File: config.mk
export PLATFORM = sky130hd
export DESIGN_NAME = adder_acc_fifo
export DESIGN_NICKNAME = d
export VERILOG_FILES = /design/src/rtl/adder_acc_fifo.sv
export SDC_FILE = /design/constraint.sdc
export NUM_CORES = 1
export LEC_CHECK = 0
export CORE_MARGIN = 5
export CORE_UTILIZATION = 55
export CTS_BUF_LIST = sky130_fd_sc_hd__clkbuf_4 sky130_fd_sc_hd__clkbuf_8
export DETAILED_ROUTE_END_ITERATION = 6
export PLACE_DENSITY = 0.8
export SYNTH_ARGS = -nofsm -noshare
export SYNTH_HDL_FRONTEND = slang
export SYNTH_SLANG_ARGS = --single-unit
File: constraint.sdc
create_clock -name clk -period 9.5 [get_ports clk]
set_input_delay 1.425 -clock clk [delete_from_list [all_inputs] [get_ports clk]]
set_output_delay 1.425 -clock clk [all_outputs]
set_load 0.02 [all_outputs]
File: src/rtl/adder_acc_fifo.sv
// ---------------------------------------------------------------------------
// adder_acc_fifo
//
// Purpose:
//   Arithmetic front end with a result queue. Each accepted operand beat is
//   turned combinationally into a result (ADD, SUB, ACC or LOAD). The result
//   has optional unsigned saturation plus carry, signed-overflow and zero
//   flags. It is written into a DEPTH-entry circular FIFO at the accepting
//   edge. A valid/ready consumer drains the FIFO from its head.
//
// Handshake semantics (both sides):
//   A transfer happens on a rising clk edge where valid && ready are both 1.
//   - The producer holds its payload stable while valid=1 and ready=0.
//   - ready never depends combinationally on valid.
//   - in_ready depends only on reset and the stored entry count, so there is
//     no combinational path from out_ready to in_ready.
//
// Ports:
//   clk        in   1      clock, all state updates on the rising edge
//   reset      in   1      synchronous, active-high reset
//   in_valid   in   1      operand beat valid
//   in_ready   out  1      block can accept a beat
//   in_a       in   WIDTH  operand A
//   in_b       in   WIDTH  operand B (ignored for ACC and LOAD)
//   in_op      in   2      00 ADD, 01 SUB, 10 ACC, 11 LOAD
//   out_valid  out  1      FIFO head valid
//   out_ready  in   1      consumer takes the head
//   out_sum    out  WIDTH  head result
//   out_carry  out  1      head raw carry-out (SUB: 1 means a >= b)
//   out_ovf    out  1      head signed overflow of the raw operation
//   out_zero   out  1      head out_sum == 0 (after saturation)
//   acc_value  out  WIDTH  current accumulator register
//   op_count   out  CNT_W  accepted beats, wraps modulo 2^CNT_W
// ---------------------------------------------------------------------------
module adder_acc_fifo #(
  parameter int WIDTH = 8,
  parameter int DEPTH = 4,
  parameter int SAT   = 0,
  parameter int CNT_W = 16
) (
  input  logic             clk,
  input  logic             reset,
  input  logic             in_valid,
  output logic             in_ready,
  input  logic [WIDTH-1:0] in_a,
  input  logic [WIDTH-1:0] in_b,
  input  logic [1:0]       in_op,
  output logic             out_valid,
  input  logic             out_ready,
  output logic [WIDTH-1:0] out_sum,
  output logic             out_carry,
  output logic             out_ovf,
  output logic             out_zero,
  output logic [WIDTH-1:0] acc_value,
  output logic [CNT_W-1:0] op_count
);

  localparam int AW = (DEPTH > 1) ? $clog2(DEPTH) : 1;
  localparam int CW = AW + 1;
  // One FIFO entry: {sum, carry, ovf, zero}
  localparam int EW = WIDTH + 3;

  localparam logic [1:0] OP_ADD  = 2'b00;
  localparam logic [1:0] OP_SUB  = 2'b01;
  localparam logic [1:0] OP_ACC  = 2'b10;
  localparam logic [1:0] OP_LOAD = 2'b11;

  // -------------------------------------------------------------------------
  // State
  // -------------------------------------------------------------------------
  logic [EW-1:0]    r_mem [DEPTH];
  logic [AW-1:0]    r_wr_ptr;
  logic [AW-1:0]    r_rd_ptr;
  logic [CW-1:0]    r_count;
  logic [EW-1:0]    r_head;
  logic [WIDTH-1:0] r_acc;
  logic [CNT_W-1:0] r_op_count;

  // -------------------------------------------------------------------------
  // Handshake decode
  // -------------------------------------------------------------------------
  logic w_in_ready;
  logic w_out_valid;
  logic w_push;
  logic w_pop;

  assign w_in_ready  = !reset && (r_count != CW'(DEPTH));
  assign w_out_valid = (r_count != '0);
  assign w_push      = in_valid && w_in_ready;
  assign w_pop       = w_out_valid && out_ready;

  // -------------------------------------------------------------------------
  // Datapath: a single WIDTH+1 adder covers ADD, SUB (a + ~b + 1) and ACC.
  // -------------------------------------------------------------------------
  logic [WIDTH-1:0] w_x;
  logic [WIDTH-1:0] w_y;
  logic             w_cin;
  logic [WIDTH:0]   w_raw;
  logic             w_raw_ovf;

  assign w_x   = (in_op == OP_ACC) ? r_acc : in_a;
  assign w_y   = (in_op == OP_SUB) ? ~in_b :
                 (in_op == OP_ACC) ? in_a  : in_b;
  assign w_cin = (in_op == OP_SUB);
  assign w_raw = {1'b0, w_x} + {1'b0, w_y} + {{WIDTH{1'b0}}, w_cin};

  // Two's-complement overflow: operands agree in sign, result does not.
  assign w_raw_ovf = (w_x[WIDTH-1] == w_y[WIDTH-1]) &&
                     (w_raw[WIDTH-1] != w_x[WIDTH-1]);

  logic [WIDTH-1:0] w_sum;
  logic             w_carry;
  logic             w_ovf;
  logic             w_zero;
  logic [EW-1:0]    w_entry;

  always_comb begin
    w_sum   = w_raw[WIDTH-1:0];
    w_carry = w_raw[WIDTH];
    w_ovf   = w_raw_ovf;
    if (in_op == OP_LOAD) begin
      w_sum   = in_a;
      w_carry = 1'b0;
      w_ovf   = 1'b0;
    end else if (SAT != 0) begin
      // Flags keep the raw carry/ovf; only the stored value is clamped.
      if (in_op == OP_SUB) begin
        if (!w_carry) w_sum = '0;
      end else if (w_carry) begin
        w_sum = '1;
      end
    end
    w_zero = (w_sum == '0);
  end

  assign w_entry = {w_sum, w_carry, w_ovf, w_zero};

  // -------------------------------------------------------------------------
  // FIFO bookkeeping
  // -------------------------------------------------------------------------
  logic [AW-1:0] w_rd_next;
  logic [CW-1:0] w_cnt_next;

  assign w_rd_next = w_pop ? (r_rd_ptr + AW'(1)) : r_rd_ptr;

  always_comb begin
    w_cnt_next = r_count;
    case ({w_push, w_pop})
      2'b10:   w_cnt_next = r_count + CW'(1);
      2'b01:   w_cnt_next = r_count - CW'(1);
      default: w_cnt_next = r_count;
    endcase
  end

  // Storage is not reset; validity is tracked by r_count alone.
  always_ff @(posedge clk) begin
    if (w_push) r_mem[r_wr_ptr] <= w_entry;
  end

  always_ff @(posedge clk) begin
    if (reset) begin
      r_wr_ptr   <= '0;
      r_rd_ptr   <= '0;
      r_count    <= '0;
      r_head     <= '0;
      r_acc      <= '0;
      r_op_count <= '0;
    end else begin
      if (w_push) r_wr_ptr <= r_wr_ptr + AW'(1);
      r_rd_ptr <= w_rd_next;
      r_count  <= w_cnt_next;

      // The output register tracks the entry that will be at the head after
      // this edge. The entry being written this cycle becomes the head only
      // when it lands in the slot the read pointer is moving to (FIFO empty,
      // or holding one entry that is being popped). When the FIFO drains,
      // the register keeps the last popped value.
      if (w_cnt_next != '0) begin
        if (w_push && (r_wr_ptr == w_rd_next)) r_head <= w_entry;
        else                                   r_head <= r_mem[w_rd_next];
      end

      if (w_push) begin
        r_op_count <= r_op_count + CNT_W'(1);
        if (in_op == OP_ACC)  r_acc <= w_sum;
        if (in_op == OP_LOAD) r_acc <= in_a;
      end
    end
  end

  // -------------------------------------------------------------------------
  // Outputs
  // -------------------------------------------------------------------------
  assign in_ready  = w_in_ready;
  assign out_valid = w_out_valid;
  assign out_sum   = r_head[EW-1:3];
  assign out_carry = r_head[2];
  assign out_ovf   = r_head[1];
  assign out_zero  = r_head[0];
  assign acc_value = r_acc;
  assign op_count  = r_op_count;

endmodule

Yosys cells after proc, flatten, opt, wreduce, memory -nomap -nowiden
Memories as Yosys holds them, arrays and structs flattened. A register that Yosys moved wholly into a read port is not among the register bits.
Cells that the tools add are included.
Word-level totals
  flip-flop bits (word level): 31
  RAM bits: 44
  input bits: 22
  logic and storage cells: 44
  memories: 1
Memory list
  r_mem: words 4, width 11, rd ports 1, clocked after memory_dff 1, wr ports 1, RTL line 71  | logic [EW-1:0] r_mem [DEPTH];
Operators by class
  add/sub/neg operators: 7
  eq/ne operators: 8
  multiplexer cells: 12
  bitwise logic cells: 1
  reduce and logical (&&, ||, !) cells: 10
Operator list (number)
  $mux 8: 6
  $add 16x1->16 const B: 1
  $add 8x8->9: 1
  $add 9x1->9: 1
  $logic_not 8->1: 1
  $not 8->8: 1
  $eq 2x2->1 const B: 3
  $pmux 3 s2: 1
  $reduce_bool 3->1: 2
  $add 2x1->2 const B: 2
  $eq 2x1->1 const B: 2
  $logic_and 1x1->1: 4
  $mux 1: 4
  $add 3x1->3 const B: 1
  $ne 3x3->1 const B: 1
  $sub 3x1->3 const B: 1
  $mux 2: 1
  $reduce_and 2->1: 1
  $reduce_bool 2->1: 1
  $eq 1x1->1: 1
  $logic_not 1->1: 1
  $ne 1x1->1: 1

Logic depth before layout (Yosys ltp)
  depth after elaboration: 8
  mapped depth: 14

Worst setup path before layout
OpenSTA, ideal clock, no wires.
  path type: input-to-reg
  start: input port in_op[0]
  end: register r_head[0] (read register of r_mem)
  library setup time: 79 ps
  data arrival time: 5063 ps
  slack: 4357 ps
  stages on the path: 14
  buffers on the path: 2
  path through: buf_1 > buf_1 > mux2i_1 > nand2_1 > o21ai_0 > fa_1 > fa_1 > nor2b_4 > o21a_1 > o21ai_0 > a31oi_4 > or4b_1 > or4_1 > a211oi_2
RTL lines
  from (decl): RTL line 47  | input logic [1:0] in_op,
  to (decl): RTL line 75  | logic [EW-1:0] r_head;

==> key figures <==
Run status
  • Status: finished clean

Floorplanning
  • Core footprint: around 8100 µm²
  • Die Ht: between 100 and 150 µm
  • Cell Rows: 33
  • Die area: approximately 10000 µm²
  • Initial Utilization: 0.558
  • I/O pin cnt: between 50 and 60
  • Chip width: around 100 µm

GRT
  • Vias in the first global route: approximately 3.4k
  • Pin count of the biggest net entering global routing: 45
  • Global route overflow: 0
  • Total track usage: 0.201
  • First-pass GRT wire length: around 16000 µm
  • Initial antenna violation count: 0

Timing
  • RSZ-0062 raised after global routing: false
  • Final slew viol count: 0
  • Actual slew at the worst max-slew pin: around 1100 ps
  • Normalized max-slew margin: 0.293
  • Setup violators final: 0
  • Setup WS post-layout: roughly 3800 ps
  • Min Clock Period, post-route: around 5700 ps
  • Clock skew: 11.8 ps
  • Setup TNS: 0 ps
  • Hold Fails Final Rpt: 0
  • Fmax: 177 MHz
  • Final clock period utilization by the worst path: 0.596

Detailed routing
  • Initial DRC Count: about 240
  • # DRC: 0
  • Post-Route WL: 9850 µm
  • Antenna-violating nets left: 0
  • Detailed Routing Iterations Pass 1: 5
  • Vias/cell: around 5.8
  • Vias: roughly 3.4k
  • WL per Instance: between 15 and 20 µm

Worst setup path
  • Worst EP arrival: between 5000 and 6000 ps
  • Worst-path cell chain: clkdlybuf4s50_1 > nand2b_1 > mux2i_1 > fa_1 > fa_1 > nor2b_4 > o21a_1 > o21ai_0 > a31oi_4 > or4b_1 > or4_1 > a211oi_2
  • CP top delay family: simple AND/OR/NAND/NOR gates
  • Critical path's slowest cell: clkdlybuf4s50_1
  • CP max stage delay: between 1000 and 1500 ps
  • CP most frequent cell: fa_1
  • CP Capture Type: flip-flop
  • Buffers & Inverters on Critical Path: 1
  • Worst setup SP type: input pin
  • Crit path kind: input pin to flip-flop
  • Maximum fanout along the worst path: 23
  • Worst EP required: ~10000 ps

Place
  • Pre-CTS setup slack: approximately 3500 ps
  • Placed instance area: 5170 µm²
  • Port Buf Inserts: 58
  • Placer congestion estimate: 0.810
  • Final HPWL DP: 7050 µm

Logic synthesis
  • Ys Warns: 0
  • Post-Synthesis Cell Area: between 4000 and 5000 µm²
  • Ys flop type: edfxtp_1
  • Synth Register Bits: 86
  • Syn nets: 474
  • Seq/Total Area, Yosys: 0.479
  • Synth cell types: 54
  • EDFF count, synth: 44
  • Post-synthesis cell count: 436
  • Post-synth ARST share: 0
  • Mean post-synth cell area: 10.4 µm²

Run
  • Max-cap violations: 0

Final layout
  • Fin area: 5380 µm²
  • Layout cells sized above 1: 0.0855
  • # fillers: approximately 640
  • Antenna Cells: 0
  • Layout Area Growth over Synthesis: 19.1%
  • Fin nets: about 520

Clocking
  • CTS resizes: 0
  • CTS tree: built
  • H-tree depth: 3
  • CTS Buf Count: 9
  • Clock insertion delay at the later pin of the skew report: roughly 350 ps
  • CTS Buffer Depth: 2
  • Clock-pin transition on the worst setup and hold timing paths: about 80 ps
  • CTS Root Cell: clkbuf_8
  • Hold Buf Count CTS: 0
  • Post-CTS Setup Inserts: 0
  • Total clock sinks: between 80 and 90

Pwr
  • Static Leak: between 1.5 and 2 nW
  • P per Cell Area: ~250 nW/µm²
  • Max rail drop VDD: approximately 0.15 mV

Min path
  • Hold WC Path Type: flip-flop to flip-flop
-- cells by family after synthesis --
logic type	synth area share
AO/OA/AOI/OAI	0.148
flip-flops	0.479
buffers and inverters	0.0358
adder cells (fa/ha/maj)	0.0493
XOR/XNOR	0.0662
AND/OR/NAND/NOR	0.149
multiplexers	0.0721
-- flip-flops by register name, indices dropped and copies added (netlist names) --
register   count
r_mem         44
op_count      16
r_head        11
acc_value      8
r_count        3
r_rd_ptr       2
r_wr_ptr       2
-- cells in the mapped netlist, types with 12 or more instances --
| cell | number | area share |
|---|---|---|
| a211oi_1 | 24 | 0.040 |
| a21oi_1 | 22 | 0.024 |
| clkbuf_1 | 16 | 0.013 |
| dfxtp_1 | 42 | 0.19 |
| edfxtp_1 | 44 | 0.29 |
| ha_1 | 13 | 0.036 |
| inv_1 | 17 | 0.014 |
| mux2i_1 | 19 | 0.042 |
| nand2_1 | 20 | 0.017 |
| nor2_1 | 51 | 0.042 |
| nor3_1 | 12 | 0.013 |
| o21ai_0 | 17 | 0.019 |
| xor2_1 | 20 | 0.039 |
-- worst paths after layout --
check                                  start   endpoint  slack, ps  cells after the start
worst max register to register  acc_value[0]  r_head[0]       6210                     10
worst max-delay path                in_op[0]  r_head[0]       3840                     12
worst min-delay path               r_head[2]  r_head[2]        460                      2
worst min register to register     r_head[2]  r_head[2]        460                      2
-- stage by stage --
step	utilization	power, mW	instances	hold WS (ps)
2_1_floorplan	-	0.909	436	535
3_3_place_gp	0.639	1.06	580	446
3_5_place_dp	0.639	1.09	580	452
4_1_cts	0.664	1.35	596	463
5_1_grt	0.664	1.42	596	483
6_report	0.664	1.34	596	460
-- tightest hold or removal path, cell delays in order (launching register included) --
cell,delay (ps)
dfxtp_1,320
nand2_1,50
a21oi_1,50
-- per-layer routing --
metal	track usage	vias up	share of wire
met1	0.264	1635	0.44
met2	0.343	105	0.49
met4	0.0570	0	0.015
li1	-	1677	-
met3	0.0332	13	0.053
met5	0	-	0
-- layout make-up --
class / instances / area (µm²) / share of cell area
Multi-Input combinational cell: 309 / 2200 / 0.409
Sequential cell: 86 / 2160 / 0.402
Timing Repair Buffer: 62 / 611 / 0.114
Clock buffer: 11 / 145 / 0.0270
Tap cell: 105 / 131 / 0.0244
Inverter: 18 / 70.1 / 0.0130
Clock inverter: 5 / 57.6 / 0.0107
-- cells in the final DEF (no fill, tap or decap), drive strengths merged, types with 9 or more instances in the layout --
master and instances:
dfxtp 42, ha 13, xor2 20, edfxtp 44, xnor2 12, and2 9
clkdlybuf4s50 58, o21ai 18, a211oi 27, clkbuf 11, nor3 12, mux2i 19
inv 19, nor2b 11, nand2 20, a21oi 22, nor2 51
-- power breakdown --
| group | total (mW) | switching [mW] | internal, mW |
|---|---|---|---|
| sequential | 0.491 | 0.0443 | 0.446 |
| clock | 0.262 | 0.130 | 0.132 |
| combinational | 0.592 | 0.345 | 0.246 |
| total | 1.34 | 0.520 | 0.825 |
Note: power is estimated with default switching activity, not from simulation.
